`config.mk`:
```
export PLATFORM = sky130hd
export DESIGN_NAME = display_scan_controller
export DESIGN_NICKNAME = d
export VERILOG_FILES = /design/src/rtl/display_pkg.sv /design/src/rtl/display_scan_controller_prescaler.sv /design/src/rtl/display_scan_controller.sv
export SDC_FILE = /design/constraint.sdc
export NUM_CORES = 1
export LEC_CHECK = 0
export ABC_CLOCK_PERIOD_IN_PS = 2300
export CAP_MARGIN = 15
export CORE_MARGIN = 2
export CORE_UTILIZATION = 45
export DETAILED_ROUTE_END_ITERATION = 6
export GPL_TIMING_DRIVEN = 0
export PLACE_DENSITY = 0.7
export SLEW_MARGIN = 20
export SYNTH_ARGS = -nofsm -noshare
export SYNTH_HDL_FRONTEND = slang
export SYNTH_SLANG_ARGS = --single-unit
```
`constraint.sdc`:
```
create_clock -name clk -period 2.3 [get_ports clk]
set_input_delay 0.23 -clock clk [delete_from_list [all_inputs] [get_ports clk]]
set_output_delay 0.23 -clock clk [all_outputs]
set_load 0.05 [all_outputs]
```
`src/rtl/display_pkg.sv`:
```
// Shared types and helpers for the multiplexed seven-segment scan controller.
package display_pkg;

    localparam int MAX_DIGITS = 16;
    localparam logic [MAX_DIGITS-1:0] ANODE_OFF = '1;

    typedef enum logic [1:0] {
        SCAN_IDLE  = 2'd0,
        SCAN_SHOW  = 2'd1,
        SCAN_BLANK = 2'd2
    } scan_state_t;

    typedef struct packed {
        logic [3:0] idx;
        logic       wrap;
    } next_digit_t;

    // Next set bit strictly above cur; falls back to the lowest set bit and flags the wrap.
    function automatic next_digit_t next_enabled(input logic [MAX_DIGITS-1:0] mask,
                                                 input logic [3:0] cur);
        next_digit_t r;
        logic        found;
        r.idx  = cur;
        r.wrap = 1'b1;
        found  = 1'b0;
        for (int i = 0; i < MAX_DIGITS; i++) begin
            if (!found && (i > int'(cur)) && mask[i]) begin
                r.idx  = 4'(i);
                r.wrap = 1'b0;
                found  = 1'b1;
            end
        end
        for (int i = 0; i < MAX_DIGITS; i++) begin
            if (!found && mask[i]) begin
                r.idx = 4'(i);
                found = 1'b1;
            end
        end
        return r;
    endfunction

    function automatic logic [3:0] lowest_enabled(input logic [MAX_DIGITS-1:0] mask);
        logic [3:0] idx;
        logic       found;
        idx   = 4'd0;
        found = 1'b0;
        for (int i = 0; i < MAX_DIGITS; i++) begin
            if (!found && mask[i]) begin
                idx   = 4'(i);
                found = 1'b1;
            end
        end
        return idx;
    endfunction

endpackage

```
`src/rtl/display_scan_controller_prescaler.sv`:
```
// Refresh prescaler: one-cycle tick every CLK_DIV cycles while run is high; count held at 0 otherwise.
module scan_prescaler #(
    parameter  int CLK_DIV = 100000,
    localparam int CNT_W   = $clog2(CLK_DIV)
) (
    input  logic clk,
    input  logic reset,
    input  logic run,
    output logic tick
);

    localparam logic [CNT_W-1:0] LAST = CNT_W'(CLK_DIV - 1);

    logic [CNT_W-1:0] r_cnt;

    assign tick = run && (r_cnt == LAST);

    always_ff @(posedge clk) begin
        if (reset || !run || tick) begin
            r_cnt <= '0;
        end else begin
            r_cnt <= r_cnt + 1'b1;
        end
    end

endmodule

```
`src/rtl/display_scan_controller.sv`:
```
// Seven-segment scan controller: walks the enabled digits, drives active-low anodes and a digit index.
// Optional anti-ghosting dead time at each digit switch when SCAN_BLANK_EN is defined.
module display_scan_controller
    import display_pkg::*;
#(
    parameter  int NUM_DIGITS   = 8,
    parameter  int CLK_DIV      = 100000,
    parameter  int BLANK_CYCLES = 4,
    localparam int SEL_W        = $clog2(NUM_DIGITS)
) (
    input  logic                  clk,
    input  logic                  reset,
    input  logic                  enable,
    input  logic [NUM_DIGITS-1:0] digit_en,
    output logic [NUM_DIGITS-1:0] anode,
    output logic [SEL_W-1:0]      seq_sel,
    output logic                  frame_start
);

    scan_state_t           r_state;
    scan_state_t           w_state_next;
    logic [SEL_W-1:0]      r_seq_sel;
    logic [SEL_W-1:0]      w_sel_next;
    logic [NUM_DIGITS-1:0] r_anode;
    logic [NUM_DIGITS-1:0] w_anode_next;
    logic [NUM_DIGITS-1:0] w_onehot;
    logic                  r_frame_start;
    logic                  w_fs_next;
    logic                  w_go;
    logic                  w_run;
    logic                  w_tick;
    logic [MAX_DIGITS-1:0] w_mask;
    logic [3:0]            w_first;
    next_digit_t           w_next;

    assign w_mask  = MAX_DIGITS'(digit_en);
    assign w_go    = enable && (digit_en != '0);
    // Prescaler stops on the same edge the FSM drops to IDLE, so cnt lands on 0 there.
    assign w_run   = (r_state != SCAN_IDLE) && w_go;
    assign w_next  = next_enabled(w_mask, 4'(r_seq_sel));
    assign w_first = lowest_enabled(w_mask);

    scan_prescaler #(
        .CLK_DIV (CLK_DIV)
    ) u_prescaler (
        .clk   (clk),
        .reset (reset),
        .run   (w_run),
        .tick  (w_tick)
    );

`ifdef SCAN_BLANK_EN
    localparam int BW = (BLANK_CYCLES > 1) ? $clog2(BLANK_CYCLES) : 1;

    logic [BW-1:0] r_blank_cnt;
    logic          w_blank_done;

    assign w_blank_done = (r_blank_cnt == BW'(BLANK_CYCLES - 1));

    always_ff @(posedge clk) begin
        if (reset || (r_state != SCAN_BLANK)) begin
            r_blank_cnt <= '0;
        end else begin
            r_blank_cnt <= r_blank_cnt + 1'b1;
        end
    end
`endif

    always_comb begin
        w_state_next = r_state;
        w_sel_next   = r_seq_sel;
        w_fs_next    = 1'b0;
        w_anode_next = ANODE_OFF[NUM_DIGITS-1:0];
        w_onehot     = '0;

        case (r_state)
            SCAN_IDLE: begin
                if (w_go) begin
                    w_state_next = SCAN_SHOW;
                    w_sel_next   = SEL_W'(w_first);
                    w_fs_next    = 1'b1;
                end
            end
            SCAN_SHOW: begin
                if (!w_go) begin
                    w_state_next = SCAN_IDLE;
                end else if (w_tick) begin
                    w_sel_next = SEL_W'(w_next.idx);
                    w_fs_next  = w_next.wrap;
`ifdef SCAN_BLANK_EN
                    w_state_next = SCAN_BLANK;
`endif
                end
            end
`ifdef SCAN_BLANK_EN
            SCAN_BLANK: begin
                if (!w_go) begin
                    w_state_next = SCAN_IDLE;
                end else if (w_blank_done) begin
                    w_state_next = SCAN_SHOW;
                end
            end
`endif
            default: begin
                w_state_next = SCAN_IDLE;
            end
        endcase

        // Masking with digit_en darkens a digit disabled mid-dwell one cycle later.
        if (w_state_next == SCAN_SHOW) begin
            w_onehot     = {{(NUM_DIGITS-1){1'b0}}, 1'b1} << w_sel_next;
            w_anode_next = ~(w_onehot & digit_en);
        end
    end

    always_ff @(posedge clk) begin
        if (reset) begin
            r_state       <= SCAN_IDLE;
            r_seq_sel     <= '0;
            r_anode       <= ANODE_OFF[NUM_DIGITS-1:0];
            r_frame_start <= 1'b0;
        end else begin
            r_state       <= w_state_next;
            r_seq_sel     <= w_sel_next;
            r_anode       <= w_anode_next;
            r_frame_start <= w_fs_next;
        end
    end

    assign anode       = r_anode;
    assign seq_sel     = r_seq_sel;
    assign frame_start = r_frame_start;

endmodule

```
Word-level counts from Yosys, hierarchy flattened:

Index checks and enable logic that the tools add are counted.

* bits in registers: 31
* input port bits: 11
* output and inout bits: 12
* word-level logic and storage cells: 133

* eq/ne operators: 3
* order comparisons: 7
* $add $sub $neg: 1
* multiplexer cells: 54
* shift operators: 1
* reductions and logical operators: 59
* bitwise gates (word level): 3

Operators by type and width (count)
* 3-bit two-way mux: 15
* 1-bit logical AND: 31
* 4-bit two-way mux: 7
* 1-bit two-way mux: 25
* 1-bit logical NOT: 22
* 17-bit by 1-bit adder with 17-bit output, second input constant: 1
* 17-bit == test, second input constant: 1
* 3-bit > comparator, first input constant: 4
* 8-bit AND: 1
* 2-bit two-way mux: 4
* 8-bit inverter: 1
* 8-bit nonzero test: 1
* 1-bit by 3-bit left shift with 8-bit output, first input constant: 1
* 2-bit by 3-bit > comparator with 1-bit output, first input constant: 2
* 3-bit one-hot mux with 2 select lines: 1
* 2-bit by 1-bit == test with 1-bit output, second input constant: 2
* 2-bit one-hot mux with 2 select lines: 1
* 1-bit by 3-bit > comparator with 1-bit output, first input constant: 1
* 2-bit logical NOT: 1
* 1-bit logical OR: 2
* 1-bit one-hot mux with 2 select lines: 1
* 2-bit nonzero test: 1
* 2-bit OR reduction: 1
* 1-bit inverter: 1

Depth between registers and ports, before layout:

* depth after elaboration: 57
* gate-level depth with buffers: 8

Modules after synthesis:

From an unflattened synthesis, not the netlist that was laid out.

* cell total of the unflattened synthesis: 224
* area, all modules: 1856.8 µm²

Modules (own cells, without submodules)
* display_scan_controller: times used 1, area each 1049.8 µm², cells each 137
* scan_prescaler: times used 1, area each 807.0 µm², cells each 87

Worst setup path before layout:

No wires, ideal clock.

* path kind: reg-to-reg
* from: reg r_seq_sel[2], in the netlist seq_sel[2]
* to: reg r_anode[4], in the netlist anode[4]
* required time: 2.162 ns
* stages on the path, launching flop included: 8
* period minus slack after synthesis: 2.390 ns
* setup time: 0.138 ns
* arrival: 2.253 ns
* slack: -0.090 ns
* cells stage by stage: dfxtp_1 clkbuf_1 clkbuf_1 a2bb2oi_1 o311a_1 a21oi_1 nor3b_1 nand3_1

* cells in the longest elaborated chain, start to end: 57

Ends and longest elaborated chain
* start: declaration: RTL line display_scan_controller.sv:22 `logic [SEL_W-1:0] r_seq_sel;`
* start signal: assignment: RTL line display_scan_controller.sv:124 `r_seq_sel <= w_sel_next;`
* 1-bit by 3-bit > comparator with 1-bit output: RTL line display_pkg.sv:27 `if (!found && (i > int'(cur)) && mask[i]) begin`
* 1-bit logical AND: RTL line display_pkg.sv:27
* 1-bit two-way mux: RTL line display_pkg.sv:27
* 1-bit logical NOT: RTL line display_pkg.sv:27
* 1-bit logical AND (2 in series): RTL line display_pkg.sv:27
* 1-bit two-way mux: RTL line display_pkg.sv:27
* 1-bit logical NOT: RTL line display_pkg.sv:27
* 1-bit logical AND (2 in series): RTL line display_pkg.sv:27
* [... 39 more ...]
* 1-bit logical AND: RTL line display_pkg.sv:34 `if (!found && mask[i]) begin`
* 3-bit two-way mux: RTL line display_pkg.sv:34
* 3-bit two-way mux: RTL line display_scan_controller.sv:87 `end else if (w_tick) begin`
* 3-bit two-way mux: RTL line display_scan_controller.sv:85 `if (!w_go) begin`
* 3-bit one-hot mux with 2 select lines (*): RTL line display_scan_controller.sv:76 `case (r_state)`
* 1-bit by 3-bit left shift with 8-bit output (*): RTL line display_scan_controller.sv:111 `w_onehot = {{(NUM_DIGITS-1){1'b0}}, 1'b1} << w_sel_next;`
* 8-bit AND (*): RTL line display_scan_controller.sv:112 `w_anode_next = ~(w_onehot & digit_en);`
* 8-bit inverter (*): RTL line display_scan_controller.sv:112
* end signal: assignment: RTL line display_scan_controller.sv:120 `r_anode <= ANODE_OFF[NUM_DIGITS-1:0];`
* end signal: assignment: RTL line display_scan_controller.sv:125 `r_anode <= w_anode_next;`
* end: declaration: RTL line display_scan_controller.sv:24 `logic [NUM_DIGITS-1:0] r_anode;`

Mark *: on every way between the ends. The rest lies on a longest branch, timed or not.
A chain may end at the register's enable or synchronous reset.

Worst setup path after layout:

* from: in digit_en[0]
* to: reg r_anode[2], in the netlist anode[2]

* cells in the longest elaborated chain, start to end: 29

Ends and longest elaborated chain
* start: declaration: RTL line display_scan_controller.sv:14 `input logic [NUM_DIGITS-1:0] digit_en,`
* 1-bit logical AND: RTL line display_pkg.sv:34
* 1-bit two-way mux: RTL line display_pkg.sv:34
* 1-bit logical NOT: RTL line display_pkg.sv:34
* 1-bit logical AND: RTL line display_pkg.sv:34
* 1-bit two-way mux: RTL line display_pkg.sv:34
* 1-bit logical NOT: RTL line display_pkg.sv:34
* 1-bit logical AND: RTL line display_pkg.sv:34
* 1-bit two-way mux: RTL line display_pkg.sv:34
* [... 13 more ...]
* 1-bit logical AND: RTL line display_pkg.sv:34
* 3-bit two-way mux: RTL line display_pkg.sv:34
* 3-bit two-way mux: RTL line display_scan_controller.sv:87
* 3-bit two-way mux: RTL line display_scan_controller.sv:85
* 3-bit one-hot mux with 2 select lines: RTL line display_scan_controller.sv:76
* 1-bit by 3-bit left shift with 8-bit output: RTL line display_scan_controller.sv:111
* 8-bit AND: RTL line display_scan_controller.sv:112
* 8-bit inverter: RTL line display_scan_controller.sv:112

Several ways; a longest one is shown, not always the timed one.

==> flow_summary.yaml <==
outcome:
  outcome: "finished, final reports clean"
worst_setup_path:
  r2r_cells: 7
  cp_cell_sequence: "dlygate4sd2_1, or4_4, o21ai_4, or3_4, a211o_1, a31oi_4, a211oi_4, or3b_1"
  r2r_start: "u_prescaler.r_cnt[14]$_SDFF_PP0_"
  critPathMaxFanout: 7
  worst-path-buf-inv: 1
  reg2reg_slack_ps: 70
  cp_top_family: "simple AND/OR/NAND/NOR gates"
  worst_ep_required_time_ps: 2470
  worstPathArrival_ps: 2450
  crit_type: "in -> reg"
  crit_path_max_incr_delay_ps: 600
  endpoint_kind: "flop"
  cpMaxStageDelayCell: "or4_4"
  r2r-end: "anode[2]$_SDFF_PP1_"
  start_kind: "primary input"
logic_synthesis:
  avgSynthCellArea_sq_um: 7.86
  async_reset_ff_share_pct: 0
  synth_area_sq_um: 1710
  synth.net_count: 229
  synth.distinct_cells: 54
  synthCells: 217
  synth-main-ff-cell: "dfxtp_1"
  synth_edf_count: 0
  ys_ff_latch: 31
  ys_seq_area_share_pct: 36.4
  yosysWarnings: 0
clock_tree:
  cts_buffers: 5
  cts-hold-fix-buffers: 0
  clock-sinks: 31
  clockBufferDepth: 2
  clock_latency_ps: 290
  tritoncts: "yes"
  cts-htree-levels: 2
  root_buffer: "clkbuf_8"
  clkTransAtPathRegs_ps: 60
timing:
  period_share_pct: 99.3
  setup_viol: 0
  fin_worst_skew_ps: 6.30
  hold_violations: 0
  grt_setup_unrepaired: "true"
  drv_slew: 0
  fin_setup_tns_ps: 0
  period_minus_slack_ps: 2280
  max_freq_mhz: 438
power:
  power.density_nw_per_um2: 535
  ir_worst_vdd_v: 0.000343
  p_leak_uw: 0.000789
  fin_total_pwr_uw: 1180
routing:
  num_vias: 1683
  drt-initial-drc-count: 155
  ant_nets: 0
  first_pass_iters: 5
  wire_per_inst_microns: 13.8
  vias_per_cell: 5.67
  drc_errors: 0
  routed_wl_microns: 4110
global_route:
  grt.overflow.total: 0
  grt_max_degree: 11
  grt_pass1_wl_microns: 6710
  antenna_found_initial: 0
  track_usage_pct: 20.5
  grt_pass1_vias: 1553
die:
  die_area_sq_um: 4300
  io_pins: 23
  die_w_microns: 65.6
  core_sq_um: 3660
  start_util_pct: 46.6
  num_rows: 22
  die_h_microns: 65.6
layout:
  nets: 260
  fin_cells: 297
  design_area_sq_um: 2210
  drive_gt1_share_pct: 16.9
  utilization_pct: 60.4
  final_common_cell: "nor2_1"
  num_antenna_cells: 0
  area_growth_syn_to_layout_pct: 29.5
  final_cell_mix: "nor2_1 (37), dfxtp_1 (25), nand3_1 (16), clkdlybuf4s50_1 (14), a21oi_1 (13)"
job:
  cap_violations: 0
placed_design:
  placedCellCount: 284
  port_buffers: 19
  dpl_cell_area_sq_um: 1970
  place_congestion: 0.949
  dpl.hpwl_microns: 2850
worst_hold_path:
  hold_end: "anode[1]$_SDFF_PP1_"
  hp-class: "in -> reg"
  whs_path_depth: 2
  hold_start: "digit_en[1]"
==> cells by family after synthesis <==
logic type,share of synthesized area (%)
adder cells (fa/ha/maj),0.733
XOR/XNOR,6.67
buffers and inverters,5.50
other,0.220
AND/OR/NAND/NOR,31.1
flip-flops,36.4
AO/OA/AOI/OAI,19.4
==> sequential cells by signal (all words and copies together), names as in the netlist <==
register,flops
anode,8
r_state,2
seq_sel,3
u_prescaler.r_cnt,17
frame_start,1
==> routing by layer <==
metal	vias up	track usage [%]	wire length, microns
met2	76	33.7	1860
li1	838	-	-
met1	748	23.5	1800
met5	-	0	0
met3	21	4.62	260
met4	0	14.3	185
==> worst max path at each step <==
stage,start,end,cells after the start
finish,digit_en[0],anode[2]$_SDFF_PP1_,8
global route,enable,anode[5]$_SDFF_PP1_,8
CTS,u_prescaler.r_cnt[1]$_SDFF_PP0_,anode[3]$_SDFF_PP1_,8
detailed placement,digit_en[0],anode[2]$_SDFF_PP1_,8
global placement,digit_en[0],anode[2]$_SDFF_PP1_,8
floorplan,u_prescaler.r_cnt[0]$_SDFF_PP0_,anode[3]$_SDFF_PP1_,8
==> metrics by stage <==
| step | setup slack, ps | hold slack (ps) |
|---|---|---|
| CTS | 10.0 | 162 |
| finish | 17.0 | 172 |
| floorplan | 17.6 | 292 |
| detailed placement | -658 | 455 |
| global placement | -674 | 451 |
| global route | -26.7 | 180 |
==> layout make-up <==
type / instances / area, sq um
Timing Repair Buffer: 25 / 233
Buffer: 9 / 60.1
Tap cell: 48 / 60.1
Multi-Input combinational cell: 167 / 1090
Inverter: 9 / 33.8
Clock buffer: 8 / 100
Sequential cell: 31 / 636
Fill cell: 338 / 1450
==> repair_timing <==
| item | CTS | global route |
|---|---|---|
| setup buffers | 4 | 2 |
| gates cloned | 0 | 0 |
| gates resized for setup | 15 | 15 |
| endpoints found under the setup margin | 19 | 16 |
| pin swaps | 1 | 11 |
==> cells in the mapped netlist (all sizes together) (3+ instances only) <==
library cell	count	area, sq um
nand2b	4	25.0
a31oi	4	25.0
nand3	18	90.1
nand3b	4	30.0
nand2	11	41.3
clkbuf	7	28.8
o21ai	7	38.8
xnor2	4	35.0
or3	4	25.0
nor2	37	139
inv	9	33.8
dfxtp	31	621
xor2	9	78.8
nor2b	3	18.8
and3	4	26.3
or4	3	31.3
nor3	6	30.0
a211oi	3	27.5
a21oi	14	70.1
==> power breakdown <==
part	total (uW)	internal (uW)	switching, uW
sequential	548	542	6.78
clock	464	273	191
combinational	170	65.5	105
Note: power is estimated with default switching activity, not from simulation.
